--- src/rtl/z_core_decode_stage.sv ---
// Z-Core RV32I decode stage: decodes one instruction into ALU operands, op code and control.
// Optional performance counters are enabled with the macro Z_CORE_DECODE_PERF_EN.
module z_core_decode_stage #(
  parameter int RESET_PC_UNUSED = 0
) (
  input  logic        clk,
  input  logic        rst,
  input  logic        if_valid,
  output logic        if_ready,
  input  logic [31:0] if_instr,
  input  logic [31:0] if_pc,
  input  logic        flush,
  output logic [4:0]  rs1_addr,
  output logic [4:0]  rs2_addr,
  input  logic [31:0] rs1_data,
  input  logic [31:0] rs2_data,
  output logic        ex_valid,
  input  logic        ex_ready,
  output logic [31:0] ex_alu_in1,
  output logic [31:0] ex_alu_in2,
  output logic [3:0]  ex_alu_inst_type,
  output logic [4:0]  ex_rd,
  output logic        ex_reg_we,
  output logic        ex_mem_rd,
  output logic        ex_mem_wr,
  output logic [2:0]  ex_funct3,
  output logic [31:0] ex_store_data,
  output logic        ex_is_branch,
  output logic        ex_is_jump,
  output logic [31:0] ex_target,
`ifdef Z_CORE_DECODE_PERF_EN
  output logic        ex_illegal,
  output logic [31:0] perf_issued,
  output logic [31:0] perf_stall
`else
  output logic        ex_illegal
`endif
);

  localparam int DATA_W = 32;

  localparam logic [6:0] OPC_OP     = 7'b0110011;
  localparam logic [6:0] OPC_OPIMM  = 7'b0010011;
  localparam logic [6:0] OPC_LUI    = 7'b0110111;
  localparam logic [6:0] OPC_AUIPC  = 7'b0010111;
  localparam logic [6:0] OPC_JAL    = 7'b1101111;
  localparam logic [6:0] OPC_JALR   = 7'b1100111;
  localparam logic [6:0] OPC_BRANCH = 7'b1100011;
  localparam logic [6:0] OPC_LOAD   = 7'b0000011;
  localparam logic [6:0] OPC_STORE  = 7'b0100011;

  typedef enum logic [3:0] {
    ALU_ADD = 4'd0, ALU_SUB = 4'd1, ALU_SLL = 4'd2, ALU_SLT = 4'd3,
    ALU_SLTU = 4'd4, ALU_XOR = 4'd5, ALU_SRL = 4'd6, ALU_SRA = 4'd7,
    ALU_OR = 4'd8, ALU_AND = 4'd9, ALU_BEQ = 4'd10, ALU_BNE = 4'd11,
    ALU_BLT = 4'd12, ALU_BGE = 4'd13, ALU_BLTU = 4'd14, ALU_BGEU = 4'd15
  } alu_op_e;

  // Reserved parameter; elaborates to nothing.
  if (RESET_PC_UNUSED != 0) begin : g_reserved
  end

  function automatic alu_op_e alu_op_of_funct3(input logic [2:0] f3);
    case (f3)
      3'd0:    return ALU_ADD;
      3'd1:    return ALU_SLL;
      3'd2:    return ALU_SLT;
      3'd3:    return ALU_SLTU;
      3'd4:    return ALU_XOR;
      3'd5:    return ALU_SRL;
      3'd6:    return ALU_OR;
      default: return ALU_AND;
    endcase
  endfunction

  function automatic alu_op_e branch_op_of_funct3(input logic [2:0] f3);
    case (f3)
      3'd0:    return ALU_BEQ;
      3'd1:    return ALU_BNE;
      3'd4:    return ALU_BLT;
      3'd5:    return ALU_BGE;
      3'd6:    return ALU_BLTU;
      default: return ALU_BGEU;
    endcase
  endfunction

  // ---- stage p0: combinational decode of the incoming instruction ----
  logic [6:0]               opcode_p0;
  logic [2:0]               funct3_p0;
  logic [6:0]               funct7_p0;
  logic [4:0]               rd_p0;
  logic signed [DATA_W-1:0] imm_i_p0, imm_s_p0, imm_b_p0, imm_u_p0, imm_j_p0;
  logic [DATA_W-1:0]        jalr_sum_p0;
  logic [DATA_W-1:0]        alu_in1_p0, alu_in2_p0, store_data_p0, target_p0;
  alu_op_e                  alu_op_p0;
  logic                     reg_we_p0, mem_rd_p0, mem_wr_p0;
  logic                     is_branch_p0, is_jump_p0, illegal_p0;
  logic                     take_p0, load_p0;

  assign opcode_p0 = if_instr[6:0];
  assign funct3_p0 = if_instr[14:12];
  assign funct7_p0 = if_instr[31:25];
  assign rd_p0     = if_instr[11:7];
  assign rs1_addr  = if_instr[19:15];
  assign rs2_addr  = if_instr[24:20];

  assign imm_i_p0 = {{20{if_instr[31]}}, if_instr[31:20]};
  assign imm_s_p0 = {{20{if_instr[31]}}, if_instr[31:25], if_instr[11:7]};
  assign imm_b_p0 = {{19{if_instr[31]}}, if_instr[31], if_instr[7], if_instr[30:25],
                     if_instr[11:8], 1'b0};
  assign imm_u_p0 = {if_instr[31:12], 12'b0};
  assign imm_j_p0 = {{11{if_instr[31]}}, if_instr[31], if_instr[19:12], if_instr[20],
                     if_instr[30:21], 1'b0};
  assign jalr_sum_p0 = rs1_data + imm_i_p0;

  always_comb begin
    alu_in1_p0    = '0;
    alu_in2_p0    = '0;
    alu_op_p0     = ALU_ADD;
    reg_we_p0     = 1'b0;
    mem_rd_p0     = 1'b0;
    mem_wr_p0     = 1'b0;
    is_branch_p0  = 1'b0;
    is_jump_p0    = 1'b0;
    target_p0     = '0;
    store_data_p0 = '0;
    illegal_p0    = 1'b0;
    case (opcode_p0)
      OPC_OP: begin
        alu_in1_p0 = rs1_data;
        alu_in2_p0 = rs2_data;
        reg_we_p0  = 1'b1;
        if (funct7_p0 == 7'h00)                           alu_op_p0 = alu_op_of_funct3(funct3_p0);
        else if (funct7_p0 == 7'h20 && funct3_p0 == 3'd0) alu_op_p0 = ALU_SUB;
        else if (funct7_p0 == 7'h20 && funct3_p0 == 3'd5) alu_op_p0 = ALU_SRA;
        else                                              illegal_p0 = 1'b1;
      end
      OPC_OPIMM: begin
        alu_in1_p0 = rs1_data;
        alu_in2_p0 = imm_i_p0;
        reg_we_p0  = 1'b1;
        alu_op_p0  = alu_op_of_funct3(funct3_p0);
        // Shift immediates reuse imm[11:5] as a funct7 selector.
        if (funct3_p0 == 3'd1 && funct7_p0 != 7'h00) illegal_p0 = 1'b1;
        if (funct3_p0 == 3'd5) begin
          if (funct7_p0 == 7'h20)      alu_op_p0 = ALU_SRA;
          else if (funct7_p0 != 7'h00) illegal_p0 = 1'b1;
        end
      end
      OPC_LUI: begin
        alu_in2_p0 = imm_u_p0;
        reg_we_p0  = 1'b1;
      end
      OPC_AUIPC: begin
        alu_in1_p0 = if_pc;
        alu_in2_p0 = imm_u_p0;
        reg_we_p0  = 1'b1;
      end
      OPC_JAL: begin
        alu_in1_p0 = if_pc;
        alu_in2_p0 = 32'd4;
        reg_we_p0  = 1'b1;
        is_jump_p0 = 1'b1;
        target_p0  = if_pc + imm_j_p0;
      end
      OPC_JALR: begin
        alu_in1_p0 = if_pc;
        alu_in2_p0 = 32'd4;
        reg_we_p0  = 1'b1;
        is_jump_p0 = 1'b1;
        target_p0  = {jalr_sum_p0[31:1], 1'b0};
        illegal_p0 = (funct3_p0 != 3'd0);
      end
      OPC_BRANCH: begin
        alu_in1_p0   = rs1_data;
        alu_in2_p0   = rs2_data;
        alu_op_p0    = branch_op_of_funct3(funct3_p0);
        is_branch_p0 = 1'b1;
        target_p0    = if_pc + imm_b_p0;
        illegal_p0   = (funct3_p0 == 3'd2 || funct3_p0 == 3'd3);
      end
      OPC_LOAD: begin
        alu_in1_p0 = rs1_data;
        alu_in2_p0 = imm_i_p0;
        reg_we_p0  = 1'b1;
        mem_rd_p0  = 1'b1;
        illegal_p0 = (funct3_p0 == 3'd3 || funct3_p0 == 3'd6 || funct3_p0 == 3'd7);
      end
      OPC_STORE: begin
        alu_in1_p0    = rs1_data;
        alu_in2_p0    = imm_s_p0;
        mem_wr_p0     = 1'b1;
        store_data_p0 = rs2_data;
        illegal_p0    = (funct3_p0 > 3'd2);
      end
      default: illegal_p0 = 1'b1;
    endcase
    if (illegal_p0) begin
      alu_in1_p0    = '0;
      alu_in2_p0    = '0;
      alu_op_p0     = ALU_ADD;
      reg_we_p0     = 1'b0;
      mem_rd_p0     = 1'b0;
      mem_wr_p0     = 1'b0;
      is_branch_p0  = 1'b0;
      is_jump_p0    = 1'b0;
      target_p0     = '0;
      store_data_p0 = '0;
    end
    if (rd_p0 == 5'd0) reg_we_p0 = 1'b0;
  end

  assign if_ready = !ex_valid || ex_ready;
  assign take_p0  = if_valid && if_ready;
  assign load_p0  = take_p0 && !flush;

  // ---- stage p1: execute-facing pipeline register ----
  always_ff @(posedge clk or posedge rst) begin
    if (rst) begin
      ex_valid         <= 1'b0;
      ex_alu_in1       <= '0;
      ex_alu_in2       <= '0;
      ex_alu_inst_type <= '0;
      ex_rd            <= '0;
      ex_reg_we        <= 1'b0;
      ex_mem_rd        <= 1'b0;
      ex_mem_wr        <= 1'b0;
      ex_funct3        <= '0;
      ex_store_data    <= '0;
      ex_is_branch     <= 1'b0;
      ex_is_jump       <= 1'b0;
      ex_target        <= '0;
      ex_illegal       <= 1'b0;
    end else begin
      if (flush)        ex_valid <= 1'b0;
      else if (take_p0) ex_valid <= 1'b1;
      else if (ex_ready) ex_valid <= 1'b0;
      if (load_p0) begin
        ex_alu_in1       <= alu_in1_p0;
        ex_alu_in2       <= alu_in2_p0;
        ex_alu_inst_type <= alu_op_p0;
        ex_rd            <= rd_p0;
        ex_reg_we        <= reg_we_p0;
        ex_mem_rd        <= mem_rd_p0;
        ex_mem_wr        <= mem_wr_p0;
        ex_funct3        <= funct3_p0;
        ex_store_data    <= store_data_p0;
        ex_is_branch     <= is_branch_p0;
        ex_is_jump       <= is_jump_p0;
        ex_target        <= target_p0;
        ex_illegal       <= illegal_p0;
      end
    end
  end

`ifdef Z_CORE_DECODE_PERF_EN
  always_ff @(posedge clk or posedge rst) begin
    if (rst) begin
      perf_issued <= '0;
      perf_stall  <= '0;
    end else begin
      if (load_p0)               perf_issued <= perf_issued + 32'd1;
      if (ex_valid && !ex_ready) perf_stall  <= perf_stall + 32'd1;
    end
  end
`endif

endmodule
--- config.mk ---
export PLATFORM = sky130hd
export DESIGN_NAME = z_core_decode_stage
export DESIGN_NICKNAME = d
export VERILOG_FILES = /design/src/rtl/z_core_decode_stage.sv
export SDC_FILE = /design/constraint.sdc
export NUM_CORES = 1
export LEC_CHECK = 0
export BUFFER_PORTS_ARGS = -buffer_cell sky130_fd_sc_hd__clkbuf_2
export CAP_MARGIN = 40
export CORE_ASPECT_RATIO = 1.1
export CORE_MARGIN = 1
export CORE_UTILIZATION = 53
export DETAILED_ROUTE_END_ITERATION = 8
export GPL_TIMING_DRIVEN = 0
export PLACE_DENSITY = 0.82
export SLEW_MARGIN = 20
export SYNTH_ARGS = -nofsm -noshare
export SYNTH_HDL_FRONTEND = slang
export SYNTH_SLANG_ARGS = --single-unit
--- constraint.sdc ---
create_clock -name clk -period 4.7 [get_ports clk]
set_clock_uncertainty 0.05 [all_clocks]
set_input_delay 0.235 -clock clk [delete_from_list [all_inputs] [get_ports clk]]
set_output_delay 0.235 -clock clk [all_outputs]
set_load 0.05 [all_outputs]
* Yosys cells after proc, flatten, opt, wreduce, memory -nomap -nowiden
Cells that the tools add are included.
Storage, ports and cells: memories kept 0, logic and storage cells 99, bits in read-only memories 0, output and inout port bits 158, latch bits 0, input bits 133, bits in writable memories 0, register bits after elaboration 147
Operators by class: add/subtract/negate cells 3, $mul 0, reduce and logical (&&, ||, !) cells 25, muxes and demuxes 39, magnitude comparators 1, shifts and indexed selects 0, equal/unequal tests 17, divide/modulo/power cells 0, bitwise logic cells 0
Operator list (count):
- $mux W32 | 5
- $pmux W32 S5 | 1
- $add A32 B32 Y32 | 3
- $pmux W32 S3 | 1
- $pmux W32 S2 | 1
- $eq A7 B6 Y1 const B | 4
- $pmux W4 S7 | 1
- $eq A7 B7 Y1 const B | 3
- $mux W1 | 21
- $mux W4 | 4
- $pmux W3 S5 | 1
- $eq A7 B5 Y1 const B | 2
- $eq A3 B3 Y1 const B | 4
- $pmux W4 S3 | 1
- $reduce_or A2 Y1 | 4
- $eq A7 B2 Y1 const B | 1
- $logic_not A7 Y1 | 1
- $pmux W1 S7 | 1
- $reduce_bool A7 Y1 | 1
- $reduce_or A7 Y1 | 1
- $eq A3 B2 Y1 const B | 2
- $mux W3 | 2
- $reduce_bool A3 Y1 | 2
- $reduce_or A3 Y1 | 2
- 8 further kinds | 16

* Longest topological paths before layout
Gate-level depths: netlist of run 1.
depth in word-level cells 9, depth in mapped cells 19, depth with buffers taken out 17

* Least setup slack after synthesis of run 1
OpenSTA, ideal clock, no wires.
path type input-to-reg, start point input if_instr[4], end point register ex_target[28], required time 4.524 ns, arrival 3.672 ns, slack 0.852 ns, path buffers 2, setup time 0.126 ns, stages 16, cell sequence buf_4 nand3b_4 nor4_1 and2_1 clkbuf_1 a21o_1 ha_1 a41oi_1 o21ai_0 a22oi_1 nand4b_1 a41oi_1 o21ai_1 a311oi_1 xnor2_1 a221o_1
On the way: cells in the longest elaborated chain, start to end 4, elaborated cells on any way between the ends 13, those cells by class eq/ne (9); mux (3); reduce/logical (1)
RTL lines:
- start: declaration | line 10 | input logic [31:0] if_instr,
- $eq A7 B7 Y1 (tied with other cells) | line 128 | case (opcode_p0)
- $reduce_or A3 Y1 (no source line)
- $pmux W1 S7 | line 128
- $mux W32 * | line 198 | if (illegal_p0) begin
- end signal: assignment | line 250 | ex_target <= target_p0;
- end: declaration | line 30 | output logic [31:0] ex_target,
Mark *: on every way between the ends. The rest lies on a longest branch, timed or not. A chain may end at the register's enable or synchronous reset.

* Worst setup path in the final report of run 1
Ends and elaborated chain as after synthesis.

==> results of run 1 <==
## logic make-up after synthesis
logic type               after synthesis
XOR/XNOR                              57
multiplexers                           6
flip-flops                           147
adder cells (fa/ha/maj)               65
buffers and inverters                101
AND/OR/NAND/NOR                      263
AO/OA/AOI/OAI                        439
## area by class of cell
| cell class | instances | area share (%) |
|---|---|---|
| multi-input combinational | 830 | 46.1 |
| sequential | 147 | 29.6 |
| timing repair buffer | 309 | 13.5 |
| clock buffer | 17 | 3.42 |
| buffer | 79 | 2.77 |
| tap | 238 | 2.39 |
| clock inverter | 15 | 1.52 |
| inverter | 22 | 0.724 |
| antenna | 1 | 0.0201 |
## routing by layer
metal | share of wire, % | vias to the layer above
met1 | 38 | 4998
met4 | 6.4 | 0
li1 | - | 4774
met2 | 47 | 644
met3 | 8.1 | 142
met5 | 0 | -
## registers in the layout (all words and copies together), names as in the netlist
signal            flops
ex_valid              1
ex_target            32
ex_rd                 5
ex_alu_in2           32
ex_illegal            1
ex_alu_inst_type      4
ex_store_data        32
ex_reg_we             1
ex_mem_wr             1
ex_alu_in1           32
ex_funct3             3
ex_is_branch          1
ex_is_jump            1
ex_mem_rd             1
## final timing paths
path / to / slack (ns) / depth (start not counted)
worst max-delay path: ex_target[28]$_DFFE_PP0P_ / 0.25 / 17
worst min-delay path: ex_store_data[9]$_DFFE_PP0P_ / -0.0007 / 2
worst max register to register: ex_target[29]$_DFFE_PP0P_ / 1.83 / 7
worst min register to register: ex_alu_in2[6]$_DFFE_PP0P_ / 0.43 / 2
max in group asynchronous: ex_alu_in2[2]$_DFFE_PP0P_ / 3.49 / 4
min in group asynchronous: ex_alu_in1[24]$_DFFE_PP0P_ / 0.34 / 3
## metrics by stage
step / power [µW] / utilization [%]
CTS: 3540 / 69.4
detailed placement: 2110 / 65.0
global placement: 2090 / 64.5
finish: 3560 / 69.4
floorplan: 1840 / -
global route: 3670 / 69.4
## critical path: cells and delay by family
family                   cells  cell delay (ns)
AO/OA/AOI/OAI                7             2.25
XOR/XNOR                     1             0.10
buffers and inverters        2             0.51
AND/OR/NAND/NOR              6             1.28
adder cells (fa/ha/maj)      1             0.33
## power by group
group	total (µW)	switching, µW	leakage [µW]	internal (µW)
Combinational	828	536	0.00364	292
Sequential	1290	8.13	0.00203	1280
Clock	1450	638	0.000301	810
## synthesized netlist by cell type, types with 7 or more instances
master | count | area share, %
a21o_1 | 28 | 2.1
xnor2_1 | 37 | 3.3
buf_1 | 11 | 0.42
buf_4 | 11 | 0.84
xor2_1 | 20 | 1.8
and3_1 | 8 | 0.51
nor2_1 | 43 | 1.6
a221oi_1 | 24 | 2.1
a211oi_1 | 8 | 0.61
nand2b_1 | 9 | 0.57
a21oi_1 | 63 | 3.2
a22o_1 | 42 | 3.7
a31oi_1 | 10 | 0.64
a22oi_1 | 56 | 4.3
inv_1 | 21 | 0.80
nor3_1 | 9 | 0.46
o21ai_0 | 45 | 2.3
nand2_1 | 144 | 5.5
o21a_1 | 7 | 0.53
dfrtp_1 | 147 | 37
clkbuf_1 | 52 | 2.0
o21bai_1 | 8 | 0.61
o22ai_1 | 14 | 0.89
ha_1 | 63 | 8.0
nand3_1 | 11 | 0.56
o211ai_1 | 13 | 0.99
o31ai_1 | 76 | 5.8
==> reports/metrics.yaml, run 1 <==
cts_tree: "yes"
coreArea_um2: 17900
die_w_um: 132
rows: 51
dieArea_um2: 19100
crit_path_start: "if_instr[4]"
power_density_nw_per_um2: 286
num_io_pins: 291
io_buffers: 286
wirelength_um: 36800
synth_area_per_cell_um2: 9.12
post-cts-setup-buffer-count: 0
syn_inst: 1078
cts-resized-gates: 0
fin_crit_sh_pct: 94.7
ctsHoldBuffers: 17
layout-drive-gt1-share_pct: 25.7
power.leakage_uw: 0.00597
wl_per_cell_um: 22.2
drc_errors: 0
insertion_delay_ns: 0.43
vias_per_cell: 6.37
dp.cells: 1608
yosysUniqueCellTypes: 68
antenna_found_initial: 1
synth_compound_area_share_pct: 31.9
vias: 10600
violations: "negative hold slack"
relSlewSlack_pct: 39.9
overflow: 0
cts_buffers: 17
area_growth_pct: 26.6
critPathMaxFanout: 10
worstPathCellList: "buf_4 -> nand3b_4 -> nor3_1 -> nand2_1 -> clkbuf_1 -> nand2_1 -> nand2_1 -> ha_1 -> o211ai_1 -> o21ai_1 -> o211ai_1 -> nand4b_1 -> a41oi_1 -> o21ai_1 -> a311oi_1 -> xnor2_1 -> a221o_1"
synthFlopType: "dfrtp_1"
crit_required_ns: 4.97
holdWs_ns: -0.000707
rsz0062_at_grt: "no"
placed_area_um2: 11700
grt_pass1_vias: 10100
fmax_mhz: 225
start_util_pct: 54.8
synth_edf_count: 0
synth-xor-area-share_pct: 5.08
synth_area_um2: 9830
synth_top_family_by_area: "compound AO/OA/AOI/OAI gates"
met2_usage_pct: 65.4
start_kind: "input port"
ys_seq_area_share_pct: 37.4
die_height_um: 145
hold_viol_final: 1
met1_usage_pct: 45.5
slew_viol_final: 0
drt_pre_antenna_iters: 5
setup_viol: 0
status: "finished with violations"
period_minus_slack_ns: 4.45
crit_path_frequent_cell: "nand2_1"
grtUsageTotal_pct: 38.6
crit_arrival_ns: 4.72
detailed_place_hpwl_um: 28300
grt-busiest-layer: "met2"
path_clk_slew_ns: 0.07
setup.worst_path.class: "in -> reg"
antenna_left: 0
synthSimpleGateAreaFrac_pct: 12.1
final-seq-area_um2: 3680
hold_path_startpoint: "rs2_data[9]"
multi_input_area_um2: 5740
hold_path_class: "in -> reg"
synthAdderAreaFrac_pct: 8.43
post-place-ws_ns: -0.0925
grt_util_met3_pct: 6.10
ir_drop_uv: 263
cp_slowest_stage_delay_ns: 0.64
synthMuxAreaShare_pct: 0.687
drt_iter0_drc: 881
gp_congestion: 0.993
finalInstanceArea_um2: 12400
finalSetupTns_ns: 0
stdcell_count: 1658
fin_ws_ns: 0.247
ys_ff_latch: 147
clockBufferDepth: 2
final_common_cell: "clkbuf_2"
cts_htree_levels: 4
cts_root_buffer: "clkbuf_16"
synth_fp_nets: 1276
worstReg2RegStart: "ex_valid$_DFFE_PP0P_"
ys_async_sr_fraction_pct: 100
cts.sinks: 147
worst_pin_slew_ns: 0.894
drv_cap: 0
fillers: 1447
grt_max_degree: 86
grt_pass1_wl_um: 55700
cp-end-kind: "flop"
nNetsFinal: 1604
yosysWarnings: 0
layout_common_cells: "clkbuf_2, dfrtp_1, nand2_1, o31ai_1"
crit_path_top_delay_cell: "a41oi_1"
Power figures use the tool's default switching activity.
==> inputs of run 2 (changes only) <==
--- a/config.mk
+++ b/config.mk
@@ -9,10 +9,10 @@
 export CAP_MARGIN = 40
 export CORE_ASPECT_RATIO = 1.1
 export CORE_MARGIN = 1
-export CORE_UTILIZATION = 53
+export CORE_UTILIZATION = 57
 export DETAILED_ROUTE_END_ITERATION = 8
 export GPL_TIMING_DRIVEN = 0
-export PLACE_DENSITY = 0.82
+export PLACE_DENSITY = 0.87
 export SLEW_MARGIN = 20
 export SYNTH_ARGS = -nofsm -noshare
 export SYNTH_HDL_FRONTEND = slang
==> constraint.sdc (replaced) <==
create_clock -name clk -period 5.2 [get_ports clk]
set_clock_uncertainty 0.05 [all_clocks]
set_input_delay 0.26 -clock clk [delete_from_list [all_inputs] [get_ports clk]]
set_output_delay 0.26 -clock clk [all_outputs]
set_load 0.05 [all_outputs]
==> reports/metrics.yaml, run 2 (same netlist as run 1, synthesis figures left out) <==
p_int_uw: 2080  # was 2380 µW
cts_buffers: 17  # unchanged
gp_congestion: 0.990  # was 0.993
grt-busiest-layer: "met2"  # unchanged
vias: 10600  # about the same
wirelength_um: 37200  # was 36,800 µm
hold_path_class: "in -> reg"  # unchanged
cts_root_buffer: "clkbuf_16"  # unchanged
grt_util_met3_pct: 8.88  # was 6.10%
io_buffers: 286  # unchanged
cts.sinks: 147  # unchanged
fin_crit_sh_pct: 91.8
relSlewSlack_pct: 36.5  # was 39.9%
critPathMaxFanout: 10  # unchanged
antenna_found_initial: 3  # was 1
start_util_pct: 58.0  # was 54.8%
antenna_left: 0  # unchanged
drv_cap: 0  # unchanged
finalInstanceArea_um2: 12200  # was 12,400 µm²
status: "complete, no violations"  # was finished with violations
nNetsFinal: 1588  # was 1,604
setup.worst_path.class: "in -> reg"  # unchanged
setup_viol: 0  # unchanged
post-cts-setup-buffer-count: 0  # unchanged
cts_htree_levels: 4  # unchanged
die_w_um: 127  # was 132 µm
crit_arrival_ns: 5.05  # was 4.72 ns
cp-end-kind: "flop"  # unchanged
r2r_slack_ns: 2.38  # was 1.83 ns
final_common_cell: "clkbuf_2"  # unchanged
coreArea_um2: 17000  # was 17,900 µm²
drt_pre_antenna_iters: 6  # was 5
grt_pass1_vias: 10200  # was 10,100
drt_iter0_drc: 926  # was 881
wl_per_cell_um: 22.7  # was 22.2 µm
path_clk_slew_ns: 0.07  # about the same
layout_common_cells: "clkbuf_2, dfrtp_1, nand2_1, o31ai_1"  # unchanged
overflow: 0  # unchanged
hold_viol_final: 0  # was 1
area_growth_pct: 24.6  # was 26.6%
met1_usage_pct: 48.6  # was 45.5%
slew_viol_final: 0  # unchanged
crit_required_ns: 5.47  # was 4.97 ns
cts_tree: "yes"  # unchanged
rows: 50  # was 51
final_util_pct: 72.2  # was 69.4%
insertion_delay_ns: 0.42  # was 0.43 ns
ir_drop_uv: 224  # was 263 µV
grt_max_degree: 78  # was 86
combPwrFrac_pct: 23.7  # was 23.2%
num_io_pins: 291  # unchanged
worst_pin_slew_ns: 0.944  # was 0.894 ns
switching_share_pct: 33.5  # was 33.2%
layout-drive-gt1-share_pct: 25.8  # was 25.7%
drc_errors: 0  # unchanged
start_kind: "input port"  # unchanged
dieArea_um2: 17800  # was 19,100 µm²
met2_usage_pct: 70.8  # was 65.4%
die_height_um: 140  # was 145 µm
pwr-share-seq_pct: 37.1  # was 36.1%
p_switching_uw: 1050  # was 1180 µW
power_density_nw_per_um2: 256  # was 286 nW/µm²
grtUsageTotal_pct: 42.0  # was 38.6%
detailed_place_hpwl_um: 28900  # was 28,300 µm
vias_per_cell: 6.45  # was 6.37
fmax_mhz: 209
grt_pass1_wl_um: 56300  # was 55,700 µm
rsz0062_at_grt: "no"  # unchanged
fillers: 1342  # was 1,447
power.leakage_uw: 0.00587  # was 0.00597 µW
period_minus_slack_ns: 4.77
clockBufferDepth: 2  # unchanged
power_frac_clock_pct: 39.2  # was 40.6%
placed_area_um2: 11600  # was 11,700 µm²
run 2: cell types whose count changed in the layout (fill, tap and decap cells not counted):
cell / before / now
dlygate4sd3_1: 17 / 2
clkinvlp_4: 1 / 5
diode_2: 1 / 4
inv_6: 3 / 6
inv_8: 6 / 3
clkinv_4: 2 / 0
buf_12: 1 / 0
buf_16: 1 / 2
buf_4: 13 / 12
bufinv_16: 2 / 1
clkinv_2: 1 / 0
clkinv_8: 1 / 0
run 2: cell type report:
class,instances,area (µm²),share of cell area (%)
antenna,4,10.0,0.0817
buffer,79,344,2.81
clock buffer,17,425,3.47
clock inverter,14,143,1.16
inverter,22,90.1,0.736
multi-input combinational,830,5740,46.9
sequential,147,3680,30.0
tap,234,293,2.39
timing repair buffer,293,1520,12.4
run 2: power by group through the flow:
stage	Clock, µW	Combinational [µW]	Sequential, µW
floorplan	0	435	1230
global placement	0	710	1180
detailed placement	0	721	1180
CTS	1220	728	1160
global route	1260	799	1160
finish	1230	744	1160
run 2: worst max-delay path, stage by stage:
cell and delay, ns:
buf_4 0.15, nand3b_4 0.20, nor4_1 0.72, clkbuf_1 0.48, nand2_1 0.11, nand2_1 0.10, ha_1 0.25, a211oi_1 0.30
o21ai_1 0.22, o211ai_1 0.34, nand4b_1 0.21, a41oi_1 0.68, o21ai_1 0.22, a311oi_1 0.37, xnor2_1 0.12, a221o_1 0.32
run 2: metrics by stage:
| stage | setup TNS [ns] | hold slack (ns) | power, µW | std cells | setup WS (ns) |
|---|---|---|---|---|---|
| 2_1_floorplan | 0 | 0.273 | 1660 | 1078 | 0.939 |
| 3_3_place_gp | -94.58 | 0.373 | 1890 | 1598 | -0.657 |
| 3_5_place_dp | 0 | 0.310 | 1910 | 1602 | 0.102 |
| 4_1_cts | 0 | 0.00435 | 3110 | 1635 | 0.522 |
| 5_1_grt | 0 | 0.0220 | 3220 | 1636 | 0.329 |
| 6_report | 0 | 0.0124 | 3140 | 1640 | 0.425 |
run 2: worst paths after layout:
path                                            start                               to  cells after the start
setup / recovery                          if_instr[4]        ex_target[28]$_DFFE_PP0P_                     16
max in group asynchronous                         rst         ex_target[1]$_DFFE_PP0P_                      4
hold reg to reg            ex_alu_in1[28]$_DFFE_PP0P_       ex_alu_in1[28]$_DFFE_PP0P_                      2
min in group asynchronous                         rst             ex_valid$_DFFE_PP0P_                      3
hold / removal                           rs2_data[15]    ex_store_data[15]$_DFFE_PP0P_                      2
setup reg to reg                 ex_valid$_DFFE_PP0P_  ex_alu_inst_type[3]$_DFFE_PP0P_                      6
run 2: what timing repair did:
item	4_1_cts	5_1_grt
hold buffers	2	0
gates resized for setup	0	0
hold endpoints to repair	77	0
run 2: metal layers:
metal,routed length [µm],vias to the layer above
met4,2340,0
met2,17900,677
met1,13600,5007
met3,3390,165
met5,0,-
li1,-,4733
